[config.mk]
export PLATFORM = sky130hd
export DESIGN_NAME = grid_plot_scheduler
export DESIGN_NICKNAME = d
export VERILOG_FILES = /design/src/rtl/grid_pkg.sv /design/src/rtl/cell_scan_counter.sv /design/src/rtl/grid_plot_scheduler.sv
export SDC_FILE = /design/constraint.sdc
export NUM_CORES = 1
export LEC_CHECK = 0
export BUFFER_PORTS_ARGS = -buffer_cell sky130_fd_sc_hd__buf_2
export CAP_MARGIN = 15
export CORE_MARGIN = 1
export CORE_UTILIZATION = 56
export DETAILED_ROUTE_END_ITERATION = 12
export PLACE_DENSITY_LB_ADDON = 0.15
export SETUP_SLACK_MARGIN = 0.3
export SLEW_MARGIN = 20
export SYNTH_ARGS = -nofsm -noshare
export SYNTH_HDL_FRONTEND = slang
export SYNTH_HIERARCHICAL = 1
export SYNTH_SLANG_ARGS = --single-unit
[constraint.sdc]
create_clock -name clock -period 4 [get_ports clock]
set_input_delay 0.8 -clock clock [delete_from_list [all_inputs] [get_ports clock]]
set_output_delay 0.8 -clock clock [all_outputs]
set_load 0.005 [all_outputs]
[src/rtl/grid_pkg.sv]
// rtl/grid_pkg.sv - shared constants for the 28x28 drawing grid plot path
package grid_pkg;

  localparam int GRID_SIZE     = 28;
  localparam int PIXEL_SIZE    = 4;
  localparam int GRID_OFFSET_X = 10;
  localparam int GRID_OFFSET_Y = 10;

  localparam int CELL_W = 5;
  localparam int VX_W   = 8;
  localparam int VY_W   = 7;
  localparam int COL_W  = 3;
  localparam int SUB_W  = $clog2(PIXEL_SIZE);

  localparam logic [COL_W-1:0] WHITE = 3'b111;
  localparam logic [COL_W-1:0] BLACK = 3'b000;
  localparam logic [COL_W-1:0] RED   = 3'b100;

  localparam logic [1:0] ST_IDLE  = 2'd0;
  localparam logic [1:0] ST_CELL  = 2'd1;
  localparam logic [1:0] ST_CLEAR = 2'd2;

  function automatic logic in_grid(input logic [CELL_W-1:0] x, input logic [CELL_W-1:0] y);
    return (int'(x) < GRID_SIZE) && (int'(y) < GRID_SIZE);
  endfunction

endpackage

[src/rtl/cell_scan_counter.sv]
// rtl/cell_scan_counter.sv - cell/sub-pixel scan counters for one cell or a full-grid sweep
module cell_scan_counter
  import grid_pkg::*;
(
  input  logic              clock,
  input  logic              reset,
  input  logic              start,
  input  logic              mode,
  input  logic [CELL_W-1:0] start_cx,
  input  logic [CELL_W-1:0] start_cy,
  output logic [CELL_W-1:0] cx,
  output logic [CELL_W-1:0] cy,
  output logic [SUB_W-1:0]  sub_x,
  output logic [SUB_W-1:0]  sub_y,
  output logic              last_pixel,
  output logic              last_cell
);

  localparam logic [SUB_W-1:0]  SUB_MAX  = SUB_W'(PIXEL_SIZE - 1);
  localparam logic [CELL_W-1:0] CELL_MAX = CELL_W'(GRID_SIZE - 1);

  logic              active;
  logic              mode_q;
  logic              done;
  logic [CELL_W-1:0] cx_q, cy_q;
  logic [SUB_W-1:0]  sx_q, sy_q;

  // Strobes describe the pixel on screen now; cx/cy/sub_x/sub_y are the pixel shown after this edge.
  always_comb begin
    last_pixel = active && (sx_q == SUB_MAX) && (sy_q == SUB_MAX);
    last_cell  = active && (!mode_q || ((cx_q == CELL_MAX) && (cy_q == CELL_MAX)));
    done       = last_pixel && last_cell;
    cx    = cx_q;
    cy    = cy_q;
    sub_x = sx_q;
    sub_y = sy_q;
    if (start) begin
      cx    = start_cx;
      cy    = start_cy;
      sub_x = '0;
      sub_y = '0;
    end else if (active && !done) begin
      if (sx_q != SUB_MAX) begin
        sub_x = sx_q + SUB_W'(1);
      end else begin
        sub_x = '0;
        if (sy_q != SUB_MAX) begin
          sub_y = sy_q + SUB_W'(1);
        end else begin
          sub_y = '0;
          if (cx_q != CELL_MAX) begin
            cx = cx_q + CELL_W'(1);
          end else begin
            cx = '0;
            cy = cy_q + CELL_W'(1);
          end
        end
      end
    end
  end

  always_ff @(posedge clock) begin
    if (reset) begin
      active <= 1'b0;
      mode_q <= 1'b0;
      cx_q   <= '0;
      cy_q   <= '0;
      sx_q   <= '0;
      sy_q   <= '0;
    end else begin
      cx_q <= cx;
      cy_q <= cy;
      sx_q <= sub_x;
      sy_q <= sub_y;
      if (start) begin
        active <= 1'b1;
        mode_q <= mode;
      end else if (done) begin
        active <= 1'b0;
      end
    end
  end

endmodule

[src/rtl/grid_plot_scheduler.sv]
// rtl/grid_plot_scheduler.sv - arbitrates cell repaint/clear jobs onto the vga_adapter write port
module grid_plot_scheduler
  import grid_pkg::*;
#(
  parameter logic [COL_W-1:0] CLEAR_COLOUR = WHITE
)
(
  input  logic              clock,
  input  logic              reset,
  input  logic              clear_req,
  output logic              clear_ack,
  input  logic              a_req,
  input  logic [CELL_W-1:0] a_x,
  input  logic [CELL_W-1:0] a_y,
  input  logic [COL_W-1:0]  a_colour,
  output logic              a_ack,
  input  logic              b_req,
  input  logic [CELL_W-1:0] b_x,
  input  logic [CELL_W-1:0] b_y,
  input  logic [COL_W-1:0]  b_colour,
  output logic              b_ack,
  output logic              busy,
  output logic [VX_W-1:0]   vga_x,
  output logic [VY_W-1:0]   vga_y,
  output logic [COL_W-1:0]  vga_colour,
  output logic              vga_plot
);

  logic [1:0]        state;
  logic              rr_last;
  logic              pick_a, pick_b, sel_in_range, start, burst_done;
  logic [CELL_W-1:0] sel_x, sel_y, start_cx, start_cy;
  logic [COL_W-1:0]  sel_colour;
  logic [CELL_W-1:0] pos_cx, pos_cy;
  logic [SUB_W-1:0]  pos_sx, pos_sy;
  logic              last_pixel, last_cell;
  logic [VX_W-1:0]   next_x;
  logic [VY_W-1:0]   next_y;

  // rr_last: 0 = A served last, 1 = B served last.
  always_comb begin
    pick_a = 1'b0;
    pick_b = 1'b0;
    if (state == ST_IDLE && !clear_req) begin
      pick_a = a_req && (!b_req || rr_last);
      pick_b = b_req && (!a_req || !rr_last);
    end
    sel_x        = pick_b ? b_x : a_x;
    sel_y        = pick_b ? b_y : a_y;
    sel_colour   = pick_b ? b_colour : a_colour;
    sel_in_range = in_grid(sel_x, sel_y);
    start        = (state == ST_IDLE) && (clear_req || ((pick_a || pick_b) && sel_in_range));
    start_cx     = clear_req ? '0 : sel_x;
    start_cy     = clear_req ? '0 : sel_y;
    burst_done   = last_pixel && last_cell;
    next_x = VX_W'(GRID_OFFSET_X + int'(pos_cx) * PIXEL_SIZE + int'(pos_sx));
    next_y = VY_W'(GRID_OFFSET_Y + int'(pos_cy) * PIXEL_SIZE + int'(pos_sy));
  end

  cell_scan_counter u_scan (
    .clock      (clock),
    .reset      (reset),
    .start      (start),
    .mode       (clear_req),
    .start_cx   (start_cx),
    .start_cy   (start_cy),
    .cx         (pos_cx),
    .cy         (pos_cy),
    .sub_x      (pos_sx),
    .sub_y      (pos_sy),
    .last_pixel (last_pixel),
    .last_cell  (last_cell)
  );

  always_ff @(posedge clock) begin
    if (reset) begin
      state      <= ST_IDLE;
      rr_last    <= 1'b1;
      clear_ack  <= 1'b0;
      a_ack      <= 1'b0;
      b_ack      <= 1'b0;
      busy       <= 1'b0;
      vga_plot   <= 1'b0;
      vga_x      <= '0;
      vga_y      <= '0;
      vga_colour <= '0;
    end else begin
      clear_ack <= 1'b0;
      a_ack     <= 1'b0;
      b_ack     <= 1'b0;
      case (state)
        ST_IDLE: begin
          if (clear_req) begin
            clear_ack  <= 1'b1;
            state      <= ST_CLEAR;
            vga_colour <= CLEAR_COLOUR;
            vga_plot   <= 1'b1;
            busy       <= 1'b1;
          end else if (pick_a || pick_b) begin
            a_ack   <= pick_a;
            b_ack   <= pick_b;
            rr_last <= pick_b;
            // Off-grid cells are acknowledged but never drawn.
            if (sel_in_range) begin
              state      <= ST_CELL;
              vga_colour <= sel_colour;
              vga_plot   <= 1'b1;
              busy       <= 1'b1;
            end
          end
        end
        ST_CELL, ST_CLEAR: begin
          if (burst_done) begin
            state    <= ST_IDLE;
            vga_plot <= 1'b0;
            busy     <= 1'b0;
          end
        end
        default: begin
          state    <= ST_IDLE;
          vga_plot <= 1'b0;
          busy     <= 1'b0;
        end
      endcase
      if (start || (state != ST_IDLE && !burst_done)) begin
        vga_x <= next_x;
        vga_y <= next_y;
      end
    end
  end

endmodule

* Word level (Yosys, flattened, before mapping) *
Cells that the tools add are included.

operators by class
  add/sub/neg operators = 8
  $lt $le $gt $ge = 2
  equal/unequal tests = 12
  mux-type cells = 39
  bitwise gates (word level) = 3
  reduce and logical (&&, ||, !) cells = 36

operator list
  kind                 number
  $mux 5               14
  $mux 2               11
  $logic_and 1x1->1    13
  $mux 3               4
  $add 5x1->5 const B  2
  $eq 5x5->1 const B   2
  $lt 5x5->1 const B   2
  $reduce_and 3->1     3
  $add 4x7->8 const A  1
  $add 8x2->8          1
  $mux 1               8
  $reduce_bool 2->1    4
  $add 4x7->7 const A  1
  $add 7x2->7          1
  $eq 2x2->1 const B   3
  $logic_not 1->1      6
  $logic_or 1x1->1     6
  $ne 2x2->1 const B   3
  $ne 5x5->1 const B   1
  $add 2x1->2 const B  2
  $pmux 2 s2           1
  $reduce_or 2->1      2
  $reduce_or 4->1      1
  $ne 3x2->1 const B   1
  other kinds (5)      7

word-level totals
  register bits after elaboration = 41
  input port bits = 31
  output and inout port bits = 23
  logic and storage cells = 115

* Logic depth before layout (Yosys ltp) *
  depth in word-level cells = 13
  gate-level depth with buffers = 17
  gate-level depth less buffers = 14

* Hierarchy *
Netlist, hierarchy kept.

modules (own cells, without submodules)
  module               times used  cells an instance  area an instance (um^2)  sequential area each (um^2)
  grid_plot_scheduler  1           239                1813.0                   500.5
  cell_scan_counter    1           138                1128.6                   320.3

* Worst setup path before layout *
OpenSTA, ideal clock, no wires.

  path type = in2reg
  start = input port clear_req
  end = register vga_x[5]
  library setup time = 0.130 ns
  arrival = 3.292 ns
  data required time = 3.870 ns
  slack = 0.577 ns
  stages on the path = 15
  path buffers = 4
  cells stage by stage = buf_4 > o31ai_2 > buf_4 > a21o_2 > inv_1 > buf_2 > clkinv_1 > buf_2 > nand2_1 > mux2i_1 > ha_1 > o21ai_0 > xnor2_1 > a22oi_1 > o211ai_1

between the ends
  elaborated cells on any way between the ends = 19
  those cells by class = add/sub (2); order compare (2); mux (7); reduce/logical (8)

RTL lines
  what                       RTL line                                              RTL
  start: declaration         grid_plot_scheduler.sv:10                             input logic clear_req,
  $logic_not 1->1            grid_plot_scheduler.sv:44                             if (state == ST_IDLE && !clear_req) begin
  $logic_and 1x1->1          grid_plot_scheduler.sv:44
  $mux 1                     grid_plot_scheduler.sv:44
  $mux 5 (on tied branches)  grid_plot_scheduler.sv:48, grid_plot_scheduler.sv:49
  $lt 5x5->1                 grid_pkg.sv:24                                        return (int'(x) < GRID_SIZE) && (int'(y) < GRID_SIZE);
  $logic_and 1x1->1          grid_pkg.sv:24
  $logic_and 1x1->1          grid_plot_scheduler.sv:52                             start = (state == ST_IDLE) && (clear_req || ((pick_a || pick_b) && sel_in_range));
  $logic_or 1x1->1 (*)       grid_plot_scheduler.sv:52
  $logic_and 1x1->1 (*)      grid_plot_scheduler.sv:52
  net start                  grid_plot_scheduler.sv:31                             logic pick_a, pick_b, sel_in_range, start, burst_done;
  $mux 2 (*)                 cell_scan_counter.sv:37                               if (start) begin
  net pos_sx[1]              grid_plot_scheduler.sv:35                             logic [SUB_W-1:0] pos_sx, pos_sy;
  $add 8x2->8 (*)            grid_plot_scheduler.sv:56                             next_x = VX_W'(GRID_OFFSET_X + int'(pos_cx) * PIXEL_SIZE + int'(pos_sx));
  end signal: assignment     grid_plot_scheduler.sv:126                            vga_x <= next_x;
  end: declaration           grid_plot_scheduler.sv:23                             output logic [VX_W-1:0] vga_x,

The timed path passes the listed nets; every way through them passes the cells marked *.
A chain may end at the register's enable or synchronous reset.

* Worst setup path in the final report *
  start = input port clear_req
  end = register vga_y[5]

between the ends
  elaborated cells on any way between the ends = 19
  those cells by class = add/sub (2); order compare (2); mux (7); reduce/logical (8)

RTL lines
  what                       RTL line                                              RTL
  $logic_not 1->1            grid_plot_scheduler.sv:44
  $logic_and 1x1->1          grid_plot_scheduler.sv:44
  $mux 1                     grid_plot_scheduler.sv:44
  $mux 5 (on tied branches)  grid_plot_scheduler.sv:48, grid_plot_scheduler.sv:49
  $lt 5x5->1                 grid_pkg.sv:24
  $logic_and 1x1->1          grid_pkg.sv:24
  $logic_and 1x1->1          grid_plot_scheduler.sv:52
  $logic_or 1x1->1 (*)       grid_plot_scheduler.sv:52
  $logic_and 1x1->1 (*)      grid_plot_scheduler.sv:52
  net start                  grid_plot_scheduler.sv:31
  $mux 2 (*)                 cell_scan_counter.sv:37
  net pos_sy[1]              grid_plot_scheduler.sv:35
  $add 7x2->7 (*)            grid_plot_scheduler.sv:57                             next_y = VY_W'(GRID_OFFSET_Y + int'(pos_cy) * PIXEL_SIZE + int'(pos_sy));
  end signal: assignment     grid_plot_scheduler.sv:127                            vga_y <= next_y;
  end: declaration           grid_plot_scheduler.sv:24                             output logic [VY_W-1:0] vga_y,

Marks and branches as above.

==> implementation parameters <==
Parameter                              Value

Clocking
  Clock latency reported for the late side of the worst-skew pair ... 0.30 ns
  Total number of clock tree sinks ... 41
  CTS Hold Buffers Added ... 0
  Number of H-tree branching levels ... 2
  CTS resizes ... 0
  Num CTS Buffers ... 5
  TritonCTS clock tree ... yes
  Number of buffers between clock root and the deepest sink ... 2
  Cell chosen for the clock root ... sky130_fd_sc_hd__clkbuf_8
  Setup Buffers After CTS ... 0
  Clock transition time at the flip-flop clock pins of the worst setup and hold paths ... 0.08 ns

Cells and area
  Share of cells above drive strength 1 ... 0.2010
  Synth-to-Final Area Change ... 11.44%
  Final Net Count ... 455
  Filler cells ... 489
  Finished Core Util ... 0.6460
  Diode insertion count for antenna repair ... 0

Setup path
  Cell type group with the largest total delay on the critical path ... compound AO/OA/AOI/OAI gates
  Data arrival time of the worst path ... 3.39 ns
  CP cell instances ... buf_2 > nand3b_2 > o211ai_2 > a21o_2 > inv_1 > clkinv_1 > buf_4 > nand2_1 > mux2i_1 > ha_1 > o21ai_0 > xnor2_1 > a22oi_1 > o211ai_1
  Worst path slowest cell ... sky130_fd_sc_hd__mux2i_1
  Endpoint kind of the worst setup timing path ... flip-flop
  Reg2Reg Capture Point ... vga_y[5]$_SDFFE_PP0P_
  Reg-to-Reg Start ... state[0]$_SDFFE_PP0P_
  R2r setup slk ... 0.84 ns
  Worst stage delay on the critical path ... 0.40 ns
  Worst-path maximum fanout ... 24
  Kind of start point of the critical path ... input pin
  Worst-case reg-to-reg path depth ... 15
  Data required time at the worst endpoint ... 4.17 ns
  Critical path buffer and inverter count ... 4
  Category of the critical setup timing path ... in2reg

Drt
  DRC viols ... 0
  Count of nets left with antenna violations after detail routing ... 0
  First-pass detailed-route iteration total ... 4
  Total length of routed wires ... 7.722 mm
  Avg Vias per Cell ... 6.113
  Wire length per cell after detailed routing ... 15.82 microns
  Violation count after the first detailed-route iteration ... 245
  Routed vias ... 2983

Die
  Full die area ... 5547 sq um
  Std-Cell Rows ... 26
  Die boundary width ... 74.48 microns
  Starting density of the core ... 0.5796
  Area of the core region ... 5075 sq um
  Chip height ... 74.48 microns
  IO Pins ... 54

Outcome
  Result of the run ... finished, final reports clean

Synthesis
  Share of flip-flops with an asynchronous set or reset after synthesis ... 0
  Net count after synthesis ... 415
  Dominant register cell in the synthesized netlist ... sky130_fd_sc_hd__dfxtp_1
  Number of enable flip-flop cells after synthesis ... 0
  Synth warn ... 6
  Total standard cell area after synthesis ... 2942 sq um
  Library cells used by synthesis ... 70
  Mapped Cells ... 377
  Synthesized area divided by synthesized cell count ... 7.803 sq um
  Seq cells post-synth ... 41
  Seq/Total Area, Yosys ... 0.2790

Place
  Quantity of I/O buffers inserted on ports ... 53
  DP HPWL ... 5.473 mm
  Gpl congestion ... 0.9062
  Post-Place Worst Slack ... 0.4938 ns

Timing
  Final Setup Violations ... 0
  Total negative setup slack ... 0 ns
  Worst-case setup margin in the final layout ... 0.7757 ns
  Final number of hold-violating endpoints ... 0
  Time the worst path needs with I/O delays and setup ... 3.224 ns
  Measured slew at the worst slew-check pin ... 0.6607 ns
  Worst Clk Skew ... 0.006314 ns
  F_max ... 310.1 MHz
  Setup repair after global routing missed its margin ... no
  Final count of pins violating max slew ... 0
  Fin Hold WS ... 0.4651 ns
  Slew HR ... 0.5591
  Share of the clock period used by the worst path after layout ... 0.8061

Power and ir drop
  Int Pwr ... 1137 uW
  Share of total power in combinational logic ... 0.563
  Sw Ratio ... 0.4583
  Switching power ... 961.7 uW
  Clock Power Share ... 0.130
  Leakage power figure ... 0.001447 uW
  Total power per unit cell area ... 640.0 nW/um^2
  Reg power frac ... 0.307
  Worst ir drop on vdd ... 383.7 uV

Global route
  Number of antenna violations at the first check in global routing ... 0
  Via count of the first global-routing pass ... 2590
  Largest net degree at the start of global routing ... 36
  Global route overflow ... 0
  All-layer global routing usage ... 0.2902
  First-pass GRT wire length ... 12.28 mm

Run
  Maximum capacitance violations ... 0

Worst hold path
  Number of cells traversed by the worst hold path ... 2
  Hold path startpoint ... vga_colour[2]$_SDFFE_PP0P_
  Worst Hold Path EP ... vga_colour[2]$_SDFFE_PP0P_
  Classification of the worst-slack hold path ... reg2reg
worst reg2reg max path: cells and delay by family, from the launching register on:
kind            cells  cell delay [ns]
compound gates      5             0.79
xor+xnor            1             0.15
fa+ha+maj           2             0.67
buf+inv             4             0.39
flops               1             0.32
mux                 1             0.40
simple gates        2             0.30
worst max-delay path by stage:
| stage | from | endpoint | cells past startpoint |
|---|---|---|---|
| 2_1_floorplan | clear_req | vga_x[5]$_SDFFE_PP0P_ | 15 |
| 5_1_grt | clear_req | vga_x[5]$_SDFFE_PP0P_ | 14 |
| 6_report | clear_req | vga_y[5]$_SDFFE_PP0P_ | 14 |
| 3_5_place_dp | clear_req | vga_y[5]$_SDFFE_PP0P_ | 14 |
| 4_1_cts | clear_req | vga_y[5]$_SDFFE_PP0P_ | 14 |
| 3_3_place_gp | clear_req | vga_y[5]$_SDFFE_PP0P_ | 14 |
sequential cells by signal, indices dropped and copies added, names as in the netlist:
signal and cells:
u_scan/sx_q 2, u_scan/sy_q 2, u_scan/active 1, clear_ack 1, u_scan/cx_q 5, vga_plot 1
vga_y 7, u_scan/cy_q 5, u_scan/mode_q 1, vga_x 8, a_ack 1, b_ack 1
rr_last 1, state 2, vga_colour 3
layout make-up:
| class | instances | area (sq um) | area share |
|---|---|---|---|
| clock buffers | 6 | 72.57 | 0.02214 |
| clock inverters | 2 | 10.01 | 0.003053 |
| inverters | 9 | 33.78 | 0.01031 |
| multi-input cells | 301 | 1943 | 0.5927 |
| flip-flops and latches | 41 | 820.8 | 0.2504 |
| well taps | 70 | 87.58 | 0.02672 |
| repair buffers | 59 | 310.3 | 0.09466 |
stage by stage:
stage | total power [uW] | std cells | cell area [sq um]
3_3_place_gp | 1792 | 480 | 3196
3_5_place_dp | 1809 | 480 | 3196
4_1_cts | 2084 | 488 | 3278
2_1_floorplan | 1518 | 377 | 2942
5_1_grt | 2251 | 488 | 3278
6_report | 2098 | 488 | 3278
synthesized netlist by cell type, types with 2 or more instances:
master                      number  share of area
sky130_fd_sc_hd__a21o_1          4          0.010
sky130_fd_sc_hd__o21a_1          2         0.0051
sky130_fd_sc_hd__o2111ai_1       3         0.0089
sky130_fd_sc_hd__inv_1           8          0.010
sky130_fd_sc_hd__mux2i_1         8          0.027
sky130_fd_sc_hd__a31oi_1         6          0.013
sky130_fd_sc_hd__ha_1            7          0.030
sky130_fd_sc_hd__nand3b_1        7          0.018
sky130_fd_sc_hd__xor2_1          2         0.0060
sky130_fd_sc_hd__and2_1          4         0.0085
sky130_fd_sc_hd__a21bo_2         2         0.0068
sky130_fd_sc_hd__a21oi_1        28          0.048
sky130_fd_sc_hd__buf_6           2         0.0077
sky130_fd_sc_hd__nand2b_1        8          0.017
sky130_fd_sc_hd__buf_4           6          0.015
sky130_fd_sc_hd__or3_1           2         0.0043
sky130_fd_sc_hd__nor3_1          6          0.010
sky130_fd_sc_hd__nand3_1        20          0.034
sky130_fd_sc_hd__o31a_1          2         0.0060
sky130_fd_sc_hd__a211oi_1        3         0.0077
sky130_fd_sc_hd__o311ai_1        6          0.018
sky130_fd_sc_hd__o21ai_0         9          0.015
sky130_fd_sc_hd__dfxtp_1        41           0.28
sky130_fd_sc_hd__nor2_1         22          0.028
sky130_fd_sc_hd__o21ai_1         3         0.0051
sky130_fd_sc_hd__nand2_1        57          0.073
sky130_fd_sc_hd__buf_2           6          0.010
sky130_fd_sc_hd__nor4_1          2         0.0043
sky130_fd_sc_hd__a2111oi_0       2         0.0060
sky130_fd_sc_hd__o221ai_1        2         0.0060
sky130_fd_sc_hd__clkbuf_1       10          0.013
sky130_fd_sc_hd__a2bb2oi_1       2         0.0060
sky130_fd_sc_hd__a22o_1          2         0.0060
sky130_fd_sc_hd__a22oi_1         8          0.020
sky130_fd_sc_hd__o211a_1         2         0.0068
sky130_fd_sc_hd__xnor2_1         5          0.015
sky130_fd_sc_hd__nand4b_1        5          0.015
sky130_fd_sc_hd__nor2b_1         2         0.0043
sky130_fd_sc_hd__and3_1         17          0.036
sky130_fd_sc_hd__a211o_1         2         0.0060
sky130_fd_sc_hd__o211ai_1       13          0.033
cells in the final DEF (no fill, tap or decap), types with 6 or more instances in the layout:
cell type / instances
sky130_fd_sc_hd__a21oi_1: 28
sky130_fd_sc_hd__nand2b_1: 8
sky130_fd_sc_hd__o211ai_1: 13
sky130_fd_sc_hd__dfxtp_1: 41
sky130_fd_sc_hd__o311ai_1: 6
sky130_fd_sc_hd__ha_1: 7
sky130_fd_sc_hd__and3_1: 17
sky130_fd_sc_hd__o21ai_0: 9
sky130_fd_sc_hd__buf_4: 6
sky130_fd_sc_hd__a22oi_1: 8
sky130_fd_sc_hd__buf_2: 53
sky130_fd_sc_hd__nor2_1: 22
sky130_fd_sc_hd__mux2i_1: 8
sky130_fd_sc_hd__a31oi_1: 6
sky130_fd_sc_hd__inv_1: 8
sky130_fd_sc_hd__nand3_1: 20
sky130_fd_sc_hd__nand2_1: 57
sky130_fd_sc_hd__nor3_1: 6
sky130_fd_sc_hd__nand3b_1: 7
power groups by stage:
| stage | logic, uW | clock network, uW | registers [uW] |
|---|---|---|---|
| after detailed placement | 1160 | 0 | 650 |
| after floorplan | 892 | 0 | 626 |
| after global placement | 1150 | 0 | 646 |
| after CTS | 1170 | 274 | 643 |
| final | 1180 | 273 | 645 |
| after global routing | 1300 | 292 | 662 |
kinds of logic (layout without fill, tap and decap cells):
group / after synthesis / after routing / share of synthesized area
muxes: 8 / 8 / 0.02722
adders and majority gates: 7 / 7 / 0.02977
AOI/OAI and AO/OA: 111 / 111 / 0.2705
and+or+nand+nor: 168 / 168 / 0.3122
xor gates and xnor gates: 7 / 7 / 0.02084
DFF: 41 / 41 / 0.2790
buffers and inverters: 35 / 76 / 0.06040
per-layer routing:
metal	wire length, microns	GRT usage	up-vias
met2	3572	0.4645	97
met3	387	0.05420	11
met1	3646	0.3942	1387
met4	116	0.09224	0
met5	0	0	-
li1	-	-	1488
Note: power is estimated with default switching activity, not from simulation.
